## config.mk

```make
export PLATFORM = sky130hd
export DESIGN_NAME = segment_draw_sequencer
export DESIGN_NICKNAME = d
export VERILOG_FILES = /design/src/rtl/segsel_pkg.sv /design/src/rtl/lfsr16_step.sv /design/src/rtl/segment_draw_sequencer.sv
export SDC_FILE = /design/constraint.sdc
export NUM_CORES = 1
export LEC_CHECK = 0
export BUFFER_PORTS_ARGS = -buffer_cell sky130_fd_sc_hd__buf_2
export CAP_MARGIN = 40
export CORE_AREA = 4 4 114 224
export DETAILED_ROUTE_END_ITERATION = 8
export DIE_AREA = 0 0 118 228
export PLACE_DENSITY = 0.75
export SLEW_MARGIN = 20
export SYNTH_ARGS = -nofsm -noshare
export SYNTH_HDL_FRONTEND = slang
export SYNTH_SLANG_ARGS = --single-unit
```

## constraint.sdc

```tcl
create_clock -name in_clock -period 5 [get_ports in_clock]
set_input_delay 1 -clock in_clock [delete_from_list [all_inputs] [get_ports in_clock]]
set_output_delay 1 -clock in_clock [all_outputs]
set_load 0.005 [all_outputs]
```

## src/rtl/segsel_pkg.sv

```systemverilog
// segsel_pkg: shared segment codes, range bounds, FSM states and segment record
package segsel_pkg;
  localparam logic [1:0] EXPDOWN = 2'd1;
  localparam logic [1:0] EXPUP = 2'd2;
  localparam logic [1:0] UNIFORM = 2'd3;
  localparam logic signed [7:0] MIN_VAR = 8'sh80;
  localparam logic signed [7:0] MAX_VAR = 8'sh7f;
  typedef enum logic [2:0] {IDLE, BUILD, DRAW, SCAN0, SCAN1, SCAN2, DONE} state_t;
  typedef struct packed {
    logic [1:0] kind;
    logic signed [7:0] lo;
    logic signed [7:0] hi;
    logic [8:0] weight;
  } seg_t;
  function automatic seg_t mk_seg(input logic [1:0] kind, input logic signed [7:0] lo, input logic signed [7:0] hi, input logic [8:0] ew);
    seg_t s;
    s.kind = kind;
    s.lo = lo;
    s.hi = hi;
    s.weight = kind == UNIFORM ? {hi[7], hi} - {lo[7], lo} + 9'd1 : ew;
    return s;
  endfunction
endpackage

```

## src/rtl/lfsr16_step.sv

```systemverilog
// lfsr16_step: 16-bit Fibonacci LFSR x^16+x^14+x^13+x^11+1 with seed load on reset
module lfsr16_step (
  input logic clk,
  input logic rst,
  input logic step,
  input logic [15:0] seed,
  output logic [15:0] next
);
  logic [15:0] value;
  assign next = {value[14:0], value[15] ^ value[13] ^ value[12] ^ value[10]};
  always_ff @(posedge clk)
    if (rst) value <= seed == 16'd0 ? 16'd1 : seed;
    else if (step) value <= next;
endmodule

```

## src/rtl/segment_draw_sequencer.sv

```systemverilog
// segment_draw_sequencer: builds a constraint segment table and draws one weighted segment per request
module segment_draw_sequencer
  import segsel_pkg::*;
#(
  parameter logic [8:0] EXP_WEIGHT = 9'd2
) (
  input logic in_clock,
  input logic in_reset,
  input logic in_enable,
  input logic [15:0] in_seed,
  input logic in_valid,
  output logic in_ready,
  input logic signed [7:0] in_c_less_than,
  input logic signed [7:0] in_c_more_than,
  input logic [1:0] in_flag,
  output logic out_valid,
  input logic out_ready,
  output logic [1:0] out_type,
  output logic signed [7:0] out_from,
  output logic signed [7:0] out_to,
  output logic [8:0] out_weight,
  output logic [8:0] out_total,
  output logic out_error
);
  state_t state, nxt;
  logic signed [7:0] less, more, mid;
  logic [1:0] flag;
  logic [8:0] total, r, cum, cum_n;
  logic hit, err;
  logic [15:0] lfsr_next;
  seg_t s0, s1, s2, b0, b1, b2, cur, pick;
  lfsr16_step u_lfsr (
    .clk(in_clock),
    .rst(in_reset),
    .step(in_enable && state == DRAW),
    .seed(in_seed),
    .next(lfsr_next)
  );
  assign in_ready = state == IDLE;
  assign mid = 8'(({less[7], less} + {more[7], more}) >> 1);
  assign cur = state == SCAN0 ? s0 : state == SCAN1 ? s1 : s2;
  assign cum_n = cum + cur.weight;
  always_comb begin
    b0 = '0;
    b1 = '0;
    b2 = '0;
    if (flag == 2'd1) begin
      b0 = mk_seg(UNIFORM, MIN_VAR, less, EXP_WEIGHT);
      b1 = mk_seg(EXPDOWN, less, MAX_VAR, EXP_WEIGHT);
    end else if (flag == 2'd2 || (flag == 2'd3 && less >= more)) begin
      b0 = mk_seg(EXPUP, MIN_VAR, more, EXP_WEIGHT);
      b1 = mk_seg(UNIFORM, more, flag == 2'd3 ? less : MAX_VAR, EXP_WEIGHT);
      b2 = flag == 2'd3 ? mk_seg(EXPDOWN, less, MAX_VAR, EXP_WEIGHT) : '0;
    end else if (flag == 2'd3) begin
      b0 = mk_seg(EXPUP, MIN_VAR, mid, EXP_WEIGHT);
      b1 = mk_seg(EXPDOWN, mid, MAX_VAR, EXP_WEIGHT);
    end
  end
  always_comb begin
    nxt = state;
    case (state)
      IDLE: nxt = in_valid ? BUILD : IDLE;
      BUILD: nxt = flag == 2'd0 ? DONE : DRAW;
      DRAW: nxt = SCAN0;
      SCAN0: nxt = SCAN1;
      SCAN1: nxt = SCAN2;
      SCAN2: nxt = DONE;
      DONE: nxt = out_valid && out_ready ? IDLE : DONE;
      default: nxt = IDLE;
    endcase
  end
  always_ff @(posedge in_clock)
    if (in_reset) state <= IDLE;
    else if (in_enable) state <= nxt;
  always_ff @(posedge in_clock)
    if (in_reset) begin
      {less, more, flag} <= '0;
      {s0, s1, s2, pick} <= '0;
      {total, r, cum, hit, err} <= '0;
      {out_valid, out_type, out_from, out_to, out_weight, out_total, out_error} <= '0;
    end else if (in_enable) begin
      if (state == IDLE && in_valid) {less, more, flag} <= {in_c_less_than, in_c_more_than, in_flag};
      if (state == BUILD) begin
        {s0, s1, s2} <= {b0, b1, b2};
        pick <= '0;
        total <= b0.weight + b1.weight + b2.weight;
        {cum, hit, err} <= {9'd0, 1'b0, flag == 2'd0};
      end
      if (state == DRAW) r <= 9'(({9'd0, lfsr_next} * {16'd0, total}) >> 16);
      if (state inside {SCAN0, SCAN1, SCAN2}) begin
        cum <= cum_n;
        if (!hit && r < cum_n) {pick, hit} <= {cur, 1'b1};
      end
      if (state == DONE) begin
        if (!out_valid) {out_valid, out_type, out_from, out_to, out_weight, out_total, out_error} <= {1'b1, pick, total, err};
        else if (out_ready) out_valid <= 1'b0;
      end
    end
endmodule

```

==> PnR_summary.wiki <==
{| class="wikitable"
! Metric !! Value
|-
| Clock group share of total power || 37.5%
|-
| Asr flop ratio synth || 0%
|-
| Biggest fanout along the worst timing path || 3
|-
| Number of buffers inserted by port buffering || 77
|-
| Cell count after synthesis || 1,553
|-
| Source-to-sink clock delay at the later pin of the worst-skew pair || 0.45 ns
|-
| Slew HR || 44.1%
|-
| Worst hold slack after final layout || 0.452 ns
|-
| Synth Register Bits || 176
|-
| Final period util || 102%
|-
| Total power per unit cell area || 226 nW/um^2
|-
| Finished Layout Cells || 1,966
|-
| Site Rows || 80
|-
| Clock tree from TritonCTS || built
|-
| Number of design-rule violations left by the first detailed-router iteration || 542
|-
| Maximum clock path buffer count || 2
|-
| DR vias/cell || 5.72
|-
| Sw Pwr || 1.01 mW
|-
| Clock buffers created by TritonCTS || 17
|-
| Height of the die || 228 um
|-
| Maximum vdd drop || 0.275 mV
|-
| Number of global-route vias before repair || 11,600
|-
| Filler Cells Inserted || 2,051
|-
| Detailed route wirelength on metal2 || 19,700 um
|-
| Routed met1 length || 11,500 um
|-
| RSZ-0062 raised after global routing || yes
|-
| Highest signal layer in the routed design || met4
|-
| Setup_tns || -0.314 ns
|-
| Clock input transition at the sequential cells of the worst setup and hold paths || 0.07 ns
|-
| Grt total ovfl || 0
|-
| Antenna Diode Count || 0
|-
| Final Hold Violating Endpoints || 0
|-
| Combinational fraction of design power || 18.3%
|-
| Quantity of hold-fixing buffers added after cts || 0
|-
| Lkg Pwr || 6.48 nW
|-
| Design area || 15,000 sq um
|-
| Width of the chip || 118 um
|-
| Critical Path End Type || register
|-
| YS warnings || 0
|-
| Internal power || 2.37 mW
|-
| Number of flops mapped to enable cells by yosys || 16
|-
| Crit path arrival time || 5.45 ns
|-
| Setup ws final || -0.103 ns
|-
| Share of synthesized area occupied by flip-flops and latches || 28.5%
|-
| Library cell with the largest summed area after synthesis || dfxtp_1
|-
| Buffer cell driving the clock tree root || clkbuf_16
|-
| Number of failing setup endpoints in the final timing report || 5
|-
| Pin count of the biggest net entering global routing || 54
|-
| Post-detailed-route count of antenna-violating nets || 0
|-
| First-pass GRT wire length || 56,800 um
|-
| Crit path time final || 5.10 ns
|-
| WL final || 35,100 um
|-
| DP Wirelength || 28,000 um
|-
| H-tree depth || 4
|-
| Post-Synthesis Cell Area || 12,900 sq um
|-
| Die outline area || 26,900 sq um
|-
| 1st-pass router iterations || 5
|-
| Kind of start point of the critical path || register
|-
| Cell total after placement || 1,916
|-
| Violated checks || setup timing
|-
| Placed cell areas || 14,100 sq um
|-
| Fin Clk Skew || 0.00801 ns
|-
| RePlAce Congestion || 0.938
|-
| Register share of total power || 44.1%
|-
| Initial standard-cell utilization of the core || 54.2%
|-
| Run status || finished with violations
|-
| Post-detailed-route wirelength per cell || 17.9 um
|-
| Critical path start-end classification || register to register
|-
| Share of layout cells above drive strength 1 || 17.6%
|-
| # DRC || 0
|-
| Required time of the critical path || 5.35 ns
|-
| Fin. max-slew vios || 0
|-
| Transition time at the pin with the least slew margin || 0.838 ns
|-
| Vias post-DR || 11,200
|-
| Top FF cell, synth || dfxtp_1
|-
| Class of the tightest hold or removal check || register to register
|-
| Share of the synthesized area in the top cell type || 24.8%
|-
| Area growth from synthesis to layout || 16.0%
|-
| Fraction of power spent switching nets || 30.0%
|-
| Max cap viols || 0
|-
| Floorplan core area || 23,800 sq um
|-
| Achievable clock frequency || 196 MHz
|-
| Number of primary I/O pins || 78
|-
| Number of distinct library cells after synthesis || 70
|-
| Number of nets in the layout || 1,905
|-
| Cell types occupying the most area after synthesis || dfxtp_1 (25%), fa_1 (16%), ha_1 (9.4%)
|-
| Synthesized area divided by synthesized cell count || 8.32 sq um
|-
| Global-route usage over all layers || 26.3%
|-
| Met3 routed WL || 1240 um
|-
| Antenna violations before repair || 0
|-
| Number of sinks handled by clock tree synthesis || 176
|}
power groups by stage:
stage	Clock (mW)	Combinational, mW	Sequential, mW
4_1_cts	1.29	0.609	1.49
3_3_place_gp	0	0.554	1.52
6_report	1.27	0.619	1.49
3_5_place_dp	0	0.575	1.53
5_1_grt	1.35	0.686	1.49
2_1_floorplan	0	0.381	1.50
cells in the final DEF, fill, tap and decap left out, types with 15 or more instances in the layout:
cell type,netlist,layout
o22ai_1,18,18
xnor2_1,26,23
o21ai_0,31,28
a21oi_1,177,175
nor3_1,15,15
dfxtp_1,160,154
nor2_1,68,66
buf_2,5,78
and2_1,67,60
fa_1,103,100
buf_4,1,101
ha_1,97,93
edfxtp_1,16,16
inv_1,164,161
nand2_1,279,279
nand3_1,35,34
clkbuf_16,0,17
mux2_2,16,16
cell type report:
| type | count | area, sq um | share of cell area [%] |
|---|---|---|---|
| clock buffer | 18 | 429 | 2.86 |
| clock inverter | 14 | 125 | 0.835 |
| inverter | 165 | 619 | 4.13 |
| multi-input combinational | 1118 | 8470 | 56.5 |
| sequential | 176 | 3690 | 24.6 |
| tap | 287 | 359 | 2.40 |
| timing repair buffer | 188 | 1290 | 8.63 |
through the flow:
step | util, % | power (mW) | setup slack [ns]
floorplan | - | 1.89 | 0.0401
global placement | 59.0 | 2.08 | -0.0527
detailed placement | 59.1 | 2.10 | -0.319
CTS | 62.6 | 3.39 | -0.169
global route | 62.9 | 3.53 | -0.287
finish | 62.9 | 3.38 | -0.103
logic make-up (layout without fill, tap and decap cells):
| kind of cell | count (synthesis) | after routing | synth area share, % |
|---|---|---|---|
| adder cells (fa/ha/maj) | 200 | 200 | 25.4 |
| buffers and inverters | 262 | 385 | 7.69 |
| XOR/XNOR | 36 | 36 | 2.44 |
| flip-flops | 176 | 176 | 28.5 |
| other | 1 | 4 | 0.0290 |
| AND/OR/NAND/NOR | 534 | 534 | 18.9 |
| AO/OA/AOI/OAI | 326 | 326 | 15.5 |
| multiplexers | 18 | 18 | 1.55 |
routing by layer:
metal | vias up | global-route usage, %
met5 | - | 0
met4 | 0 | 18.9
met3 | 147 | 3.47
met2 | 341 | 51.0
met1 | 5409 | 24.6
li1 | 5340 | -
registers in the layout (all words and copies together), names as in the netlist, 2 cells and up:
signal        cells
more              8
total             9
flag              2
out_total         9
u_lfsr.value     16
out_type          2
pick             27
s1               19
out_weight        9
out_from          8
out_to            8
cum               9
s0               18
less              8
s2                8
state             3
r                 9
synth_stat cells, types with 7 or more instances:
cell type,count
edfxtp_1,16
nand3b_1,10
nand2b_1,8
xnor2_1,26
and2_1,67
nor3_1,15
mux2_2,16
o21bai_1,8
a22oi_1,13
o211ai_1,8
buf_1,8
a211oi_1,7
xor2_1,10
ha_1,97
dfxtp_1,160
or2_2,9
a21o_1,12
nand2_1,279
nor2b_1,9
and3_1,11
nand3_1,35
inv_1,164
clkbuf_1,83
fa_1,103
a22o_1,9
nor2_1,68
o21ai_0,31
a21oi_1,177
o22ai_1,18
worst max-delay path: stages (launching register included):
cell and delay (ns):
edfxtp_1 0.42, buf_4 0.17, xor2_2 0.18, xnor2_2 0.20, nand2_1 0.11, fa_1 0.46
fa_1 0.40, fa_1 0.45, fa_1 0.56, inv_1 0.05, ha_1 0.17, a21o_1 0.19
a21o_1 0.19, a221o_1 0.35, o2bb2ai_4 0.15, o41ai_4 0.29, buf_4 0.17, nor2b_1 0.03
o311a_1 0.28, a31o_1 0.18
worst paths after layout:
check              startpoint          end  slack [ns]  depth (start not counted)
max reg2reg  u_lfsr.value[10]         r[6]       -0.10                         19
min reg2reg       out_from[6]  out_from[6]        0.45                          2
max          u_lfsr.value[10]         r[6]       -0.10                         19
min               out_from[6]  out_from[6]        0.45                          2
what timing repair did:
action	in CTS	in global routing
gates resized for setup	39	11
pin swaps	20	8
setup endpoints to repair	6	9
setup buffers	14	4
No activity file was read; power rests on OpenSTA's default activity.
